===== src/rtl/wb_retire_if.sv =====
// MEM->WB bundle handshake: MEM offers up to LANES program-ordered instructions,
// the writeback stage answers with wb_allow_in.
interface wb_retire_if #(
    parameter int XLEN  = 32,
    parameter int LANES = 2
);
    logic                  mem_to_wb_valid;
    logic                  wb_allow_in;
    logic [LANES-1:0]      in_lane_valid;
    logic [LANES*XLEN-1:0] in_pc;
    logic [LANES*XLEN-1:0] in_result;
    logic [LANES-1:0]      in_rf_wr_en;
    logic [LANES*5-1:0]    in_rf_waddr;
    logic [LANES-1:0]      in_ebreak;

    modport master (
        output mem_to_wb_valid, in_lane_valid, in_pc, in_result,
               in_rf_wr_en, in_rf_waddr, in_ebreak,
        input  wb_allow_in
    );

    modport slave (
        input  mem_to_wb_valid, in_lane_valid, in_pc, in_result,
               in_rf_wr_en, in_rf_waddr, in_ebreak,
        output wb_allow_in
    );
endinterface


===== src/rtl/wb_retire_stage.sv =====
// Multi-lane writeback/retire stage: holds one bundle, writes the register file
// (youngest writer wins), stalls on the commit trace and halts on a retired ebreak.
module wb_retire_stage #(
    parameter int XLEN  = 32,
    parameter int LANES = 2,
    parameter int CNT_W = $clog2(LANES+1)
) (
    input  logic                  clk,
    input  logic                  rst,
    wb_retire_if.slave            mem,
    input  logic                  trace_ready,
    output logic                  wb_valid,
    output logic [LANES-1:0]      rf_we,
    output logic [LANES*5-1:0]    rf_waddr,
    output logic [LANES*XLEN-1:0] rf_wdata,
    output logic                  commit,
    output logic [CNT_W-1:0]      commit_cnt,
    output logic [XLEN-1:0]       commit_pc,
    output logic [XLEN-1:0]       prev_commit_pc,
    output logic [63:0]           instret,
    output logic                  halt
);
    logic                  vld_p1;
    logic [LANES-1:0]      lane_vld_p1;
    logic [LANES*XLEN-1:0] pc_p1;
    logic [LANES*XLEN-1:0] result_p1;
    logic [LANES-1:0]      wr_en_p1;
    logic [LANES*5-1:0]    waddr_p1;
    logic [LANES-1:0]      ebreak_p1;

    logic                  accept;
    logic                  fire;
    logic                  seen_ebreak;
    logic                  halt_set;
    logic [LANES-1:0]      kill;
    logic [LANES-1:0]      retire;
    logic [LANES-1:0]      we;
    logic [CNT_W-1:0]      cnt;
    logic [XLEN-1:0]       cpc;

    assign mem.wb_allow_in = !halt && (!vld_p1 || trace_ready);
    assign accept          = mem.wb_allow_in && mem.mem_to_wb_valid;

    always_comb begin
        fire        = vld_p1 && trace_ready && !halt;
        kill        = '0;
        seen_ebreak = 1'b0;
        // Lanes younger than a valid ebreak are squashed even though the ebreak retires.
        for (int i = 0; i < LANES; i++) begin
            kill[i] = seen_ebreak;
            if (lane_vld_p1[i] && ebreak_p1[i])
                seen_ebreak = 1'b1;
        end
        retire   = {LANES{fire}} & lane_vld_p1 & ~kill;
        halt_set = |(retire & ebreak_p1);

        cnt = '0;
        cpc = '0;
        for (int i = 0; i < LANES; i++) begin
            if (retire[i]) begin
                cnt = cnt + CNT_W'(1);
                cpc = pc_p1[i*XLEN +: XLEN];
            end
        end

        we = '0;
        for (int i = 0; i < LANES; i++) begin
            we[i] = retire[i] && wr_en_p1[i] && (waddr_p1[i*5 +: 5] != 5'd0);
            for (int k = i + 1; k < LANES; k++) begin
                if (retire[k] && wr_en_p1[k] && (waddr_p1[k*5 +: 5] == waddr_p1[i*5 +: 5]))
                    we[i] = 1'b0;
            end
        end
    end

    // Stage p1: control state
    always_ff @(posedge clk) begin
        if (rst) begin
            vld_p1         <= 1'b0;
            halt           <= 1'b0;
            instret        <= 64'd0;
            prev_commit_pc <= '0;
        end else begin
            if (halt || halt_set)
                vld_p1 <= 1'b0;
            else if (mem.wb_allow_in)
                vld_p1 <= mem.mem_to_wb_valid;
            if (halt_set)
                halt <= 1'b1;
            if (fire)
                instret <= instret + 64'(cnt);
            if (cnt != '0)
                prev_commit_pc <= cpc;
        end
    end

    // Stage p1: bundle payload, qualified by vld_p1 so it needs no reset
    always_ff @(posedge clk) begin
        if (accept) begin
            lane_vld_p1 <= mem.in_lane_valid;
            pc_p1       <= mem.in_pc;
            result_p1   <= mem.in_result;
            wr_en_p1    <= mem.in_rf_wr_en;
            waddr_p1    <= mem.in_rf_waddr;
            ebreak_p1   <= mem.in_ebreak;
        end
    end

    assign wb_valid   = vld_p1;
    assign rf_we      = we;
    assign rf_waddr   = waddr_p1;
    assign rf_wdata   = result_p1;
    assign commit     = (cnt != '0);
    assign commit_cnt = cnt;
    assign commit_pc  = cpc;
endmodule


===== src/flat_wrapper.sv =====
// flat-port wrapper written by rule: the top's interface ports become plain ports
module wb_retire_stage_flat 
#(
    parameter int XLEN  = 32,
    parameter int LANES = 2,
    parameter int CNT_W = $clog2(LANES+1)
)
  (clk, rst, trace_ready, wb_valid, rf_we, rf_waddr, rf_wdata, commit, commit_cnt, commit_pc, prev_commit_pc, instret, halt, mem_mem_to_wb_valid, mem_in_lane_valid, mem_in_pc, mem_in_result, mem_in_rf_wr_en, mem_in_rf_waddr, mem_in_ebreak, mem_wb_allow_in);
  wb_retire_if #(.XLEN(XLEN), .LANES(LANES)) mem_i ();
  input  logic clk;
  input  logic rst;
  input  logic trace_ready;
  output logic wb_valid;
  output logic [LANES-1:0] rf_we;
  output logic [LANES*5-1:0] rf_waddr;
  output logic [LANES*XLEN-1:0] rf_wdata;
  output logic commit;
  output logic [CNT_W-1:0] commit_cnt;
  output logic [XLEN-1:0] commit_pc;
  output logic [XLEN-1:0] prev_commit_pc;
  output logic [63:0] instret;
  output logic halt;
  input wire logic [$bits(mem_i.mem_to_wb_valid)-1:0] mem_mem_to_wb_valid;
  input wire logic [$bits(mem_i.in_lane_valid)-1:0] mem_in_lane_valid;
  input wire logic [$bits(mem_i.in_pc)-1:0] mem_in_pc;
  input wire logic [$bits(mem_i.in_result)-1:0] mem_in_result;
  input wire logic [$bits(mem_i.in_rf_wr_en)-1:0] mem_in_rf_wr_en;
  input wire logic [$bits(mem_i.in_rf_waddr)-1:0] mem_in_rf_waddr;
  input wire logic [$bits(mem_i.in_ebreak)-1:0] mem_in_ebreak;
  output wire logic [$bits(mem_i.wb_allow_in)-1:0] mem_wb_allow_in;
  assign mem_i.mem_to_wb_valid = mem_mem_to_wb_valid;
  assign mem_i.in_lane_valid = mem_in_lane_valid;
  assign mem_i.in_pc = mem_in_pc;
  assign mem_i.in_result = mem_in_result;
  assign mem_i.in_rf_wr_en = mem_in_rf_wr_en;
  assign mem_i.in_rf_waddr = mem_in_rf_waddr;
  assign mem_i.in_ebreak = mem_in_ebreak;
  assign mem_wb_allow_in = mem_i.wb_allow_in;
  wb_retire_stage #(.XLEN(XLEN), .LANES(LANES), .CNT_W(CNT_W)) u_core (.clk(clk), .rst(rst), .mem(mem_i), .trace_ready(trace_ready), .wb_valid(wb_valid), .rf_we(rf_we), .rf_waddr(rf_waddr), .rf_wdata(rf_wdata), .commit(commit), .commit_cnt(commit_cnt), .commit_pc(commit_pc), .prev_commit_pc(prev_commit_pc), .instret(instret), .halt(halt));
endmodule

===== config.mk =====
export PLATFORM = sky130hd
export DESIGN_NAME = wb_retire_stage_flat
export DESIGN_NICKNAME = d
export VERILOG_FILES = /design/src/rtl/wb_retire_if.sv /design/src/rtl/wb_retire_stage.sv /design/src/flat_wrapper.sv
export SDC_FILE = /design/constraint.sdc
export NUM_CORES = 1
export LEC_CHECK = 0
export BUFFER_PORTS_ARGS = -buffer_cell sky130_fd_sc_hd__buf_2
export CAP_MARGIN = 20
export CORE_MARGIN = 1.5
export CORE_UTILIZATION = 44
export DETAILED_ROUTE_END_ITERATION = 8
export PLACE_DENSITY = 0.76
export SLEW_MARGIN = 25
export SYNTH_ARGS = -nofsm -noshare
export SYNTH_HDL_FRONTEND = slang
export SYNTH_SLANG_ARGS = --single-unit

===== constraint.sdc =====
create_clock -name clk -period 4.3 [get_ports clk]
set_input_delay 0.215 -clock clk [delete_from_list [all_inputs] [get_ports clk]]
set_output_delay 0.215 -clock clk [all_outputs]
set_load 0.01 [all_outputs]

==> impl_metrics.py <==
metrics = {
    "run_status": {
        "status": "finished clean",
    },
    "synth": {
        "ys_seq_area_share_pct": 68.5,
        "synth_async_sr_flop_share_pct": 0,
        "synth_ff_type": "edfxtp_1",
        "synth_seq_cells": 242,
        "ys_types": 42,
        "syn_area_per_cell_um2": 12.8,
        "synthTopCellsByArea": "edfxtp_1 47%, dfxtp_1 21%, nor2_1 3.3%, a221oi_1 3.1%, a22o_1 3.1%",
        "netlist_instances": 717,
        "synth_edf_count": 144,
        "syn-num-nets": 870,
        "synth.top_cell.area_share_pct": 47.1,
        "yosys_warnings": 0,
        "syn-cell-area_um2": 9170,
        "synth.largest_area_cell": "edfxtp_1",
    },
    "critical_path": {
        "crit_arrival_ns": 4.10,
        "cp_slowest_cell": "or4_1",
        "cp_max_fo": 13,
        "max_stage_delay_ns": 0.63,
        "worstSetupPathType": "reg -> reg",
        "crit_chain": "and3b_1 -> nand2_1 -> inv_1 -> ha_1 -> ha_1 -> inv_1 -> fa_1 -> nor4_2 -> buf_4 -> nand4_1 -> or4_1 -> a21oi_1",
        "required_ns": 4.74,
        "end_kind": "flop",
        "startpoint_type": "flop",
    },
    "drt": {
        "routed_wl_um": 31200,
        "avgRoutedWirePerCell_um": 20.7,
        "avgViaCountPerCell": 5.50,
        "drt_iter0_drc": 614,
        "num_vias": 8308,
        "dr.pass1.iters": 5,
        "route.detailed.drc": 0,
        "ant_nets": 0,
    },
    "timing": {
        "fmax_mhz": 274,
        "rsz0062_at_grt": "false",
        "slew_headroom_pct": 34.5,
        "fin_skew_ns": 0.0171,
        "period_minus_slack_ns": 3.65,
        "worstMarginPinSlew_ns": 0.983,
        "fin_crit_sh_pct": 85.0,
        "setup_viol": 0,
        "finalHoldViolations": 0,
        "maxSlewViolCount": 0,
        "tns_ns": 0,
    },
    "clocking": {
        "clockBufferDepth": 3,
        "clkTransAtPathRegs_ns": 0.06,
        "ctsHtreeMaxLevel": 1,
        "clock-root-buffer": "clkbuf_16",
        "numCtsBuffers": 26,
        "post-cts-setup-buffer-count": 0,
        "cts.sinks": 242,
        "clk_latency_ns": 0.53,
        "cts_tree": "yes",
    },
    "die": {
        "io_pins": 358,
        "die_h_um": 147,
        "core_area_um2": 20400,
        "num_rows": 52,
        "start_util_pct": 45.0,
        "dieArea_um2": 21700,
        "die_w_um": 147,
    },
    "placed_design": {
        "post-dp-hpwl_um": 17300,
        "gp_congestion": 0.834,
        "io_buffers": 357,
        "postPlaceCellArea_um2": 11200,
    },
    "global_routing": {
        "grt_pass1_vias": 8404,
        "overflow": 0,
        "antenna_found_initial": 1,
        "grt_pass1_wl_um": 47500,
        "grt_max_degree": 99,
        "grt_use_total_pct": 28.1,
    },
    "finish": {
        "fin_nets": 1372,
        "design_area_um2": 13600,
        "mostFrequentLayoutCells": "356 x buf_2, 145 x dlygate4sd3_1, 144 x edfxtp_1",
        "area_growth_pct": 48.3,
        "final_common_cell": "buf_2",
        "drive_above_1_share_pct": 34.3,
        "nFillCells": 1393,
        "regArea_um2": 6290,
        "multiInputGateArea_um2": 2710,
    },
    "pwr": {
        "power_density_nw_per_um2": 406,
        "power.total_mw": 5.52,
        "p_leak_nw": 5.67,
        "ir_worst_vdd_v": 0.000410,
    },
    "job": {
        "drv_cap": 0,
    },
    "hold_path": {
        "hp-class": "in -> reg",
    },
}
[power by group]
group | switching (mW) | total, mW | internal, mW
Sequential | 0.0644 | 2.66 | 2.60
Combinational | 0.265 | 0.494 | 0.230
Clock | 0.980 | 2.37 | 1.39
Total | 1.31 | 5.52 | 4.21
[path summary, 6_finish.rpt]
| kind | start | to | slack, ns | cells past startpoint |
|---|---|---|---|---|
| worst max-delay path | u_core.halt | u_core.instret[58] | 0.65 | 12 |
| worst min-delay path | trace_ready | u_core.halt | 0.05 | 3 |
| worst max register to register | u_core.halt | u_core.instret[58] | 0.65 | 12 |
| worst min register to register | u_core.prev_commit_pc[9] | u_core.prev_commit_pc[9] | 0.48 | 2 |
[cell families after synthesis]
logic type / share of synthesized area [%]
flip-flops: 68.5
XOR/XNOR: 4.11
buffers and inverters: 2.15
AO/OA/AOI/OAI: 9.42
AND/OR/NAND/NOR: 14.9
multiplexers: 0.109
adder cells (fa/ha/maj): 0.764
[timing repair]
item	4_1_cts	5_1_grt
hold buffers	145	0
setup endpoints to repair	0	0
hold endpoints to repair	145	0
resized for setup	0	0
[cells in the mapped netlist (3+ instances only)]
cell and count:
a21oi_1 27, a221oi_1 32, a22o_1 32, and3_1 7, and4_1 4, clkbuf_1 34
dfxtp_1 98, edfxtp_1 144, ha_1 4, inv_1 15, nand2_1 21, nand3_1 20
nand4_1 34, nor2_1 80, nor3_1 38, nor4_1 6, nor4_4 3, o21ai_0 20
o31ai_1 3, or3_1 23, or4_1 4, xnor2_1 14, xor2_1 29
[stage by stage]
stage	hold WS, ns	cells	setup WS, ns	util [%]
after floorplan	0.314	717	0.878	-
after global placement	0.391	1316	0.854	55.2
after detailed placement	0.393	1316	0.711	55.2
after CTS	0.0331	1508	0.624	66.8
after global routing	0.0685	1509	0.393	66.8
final	0.0518	1510	0.647	66.8
[area by class of cell]
class	instances	share of cell area (%)
clock buffer	27	4.97
antenna	2	0.0368
multi-input combinational	423	19.9
inverter	15	0.414
timing repair buffer	511	24.3
clock inverter	20	1.61
sequential	242	46.2
tap	270	2.48
[registers in the layout (all words and copies together) (netlist names), 2 cells and up]
register	cells
u_core.rf_wdata	64
u_core.lane_vld_p1	2
u_core.rf_waddr	10
u_core.instret	64
u_core.wr_en_p1	2
u_core.ebreak_p1	2
u_core.pc_p1	64
u_core.prev_commit_pc	32
[per-layer routing]
layer | global-route usage, % | vias up | routed length (µm)
met5 | 0 | - | 0
met4 | 13.2 | 0 | 1480
met3 | 6.79 | 84 | 2780
met2 | 50.2 | 503 | 16000
met1 | 31.8 | 3992 | 10900
li1 | - | 3729 | -
[critical path, delay by kind of cell (launching register included)]
family,cells,cell delay [ns]
adders and majority gates,3,0.86
DFF,1,0.41
and+or+nand+nor,5,1.75
AOI/OAI and AO/OA,1,0.14
buffers and inverters,3,0.39
Note: power is estimated with default switching activity, not from simulation.
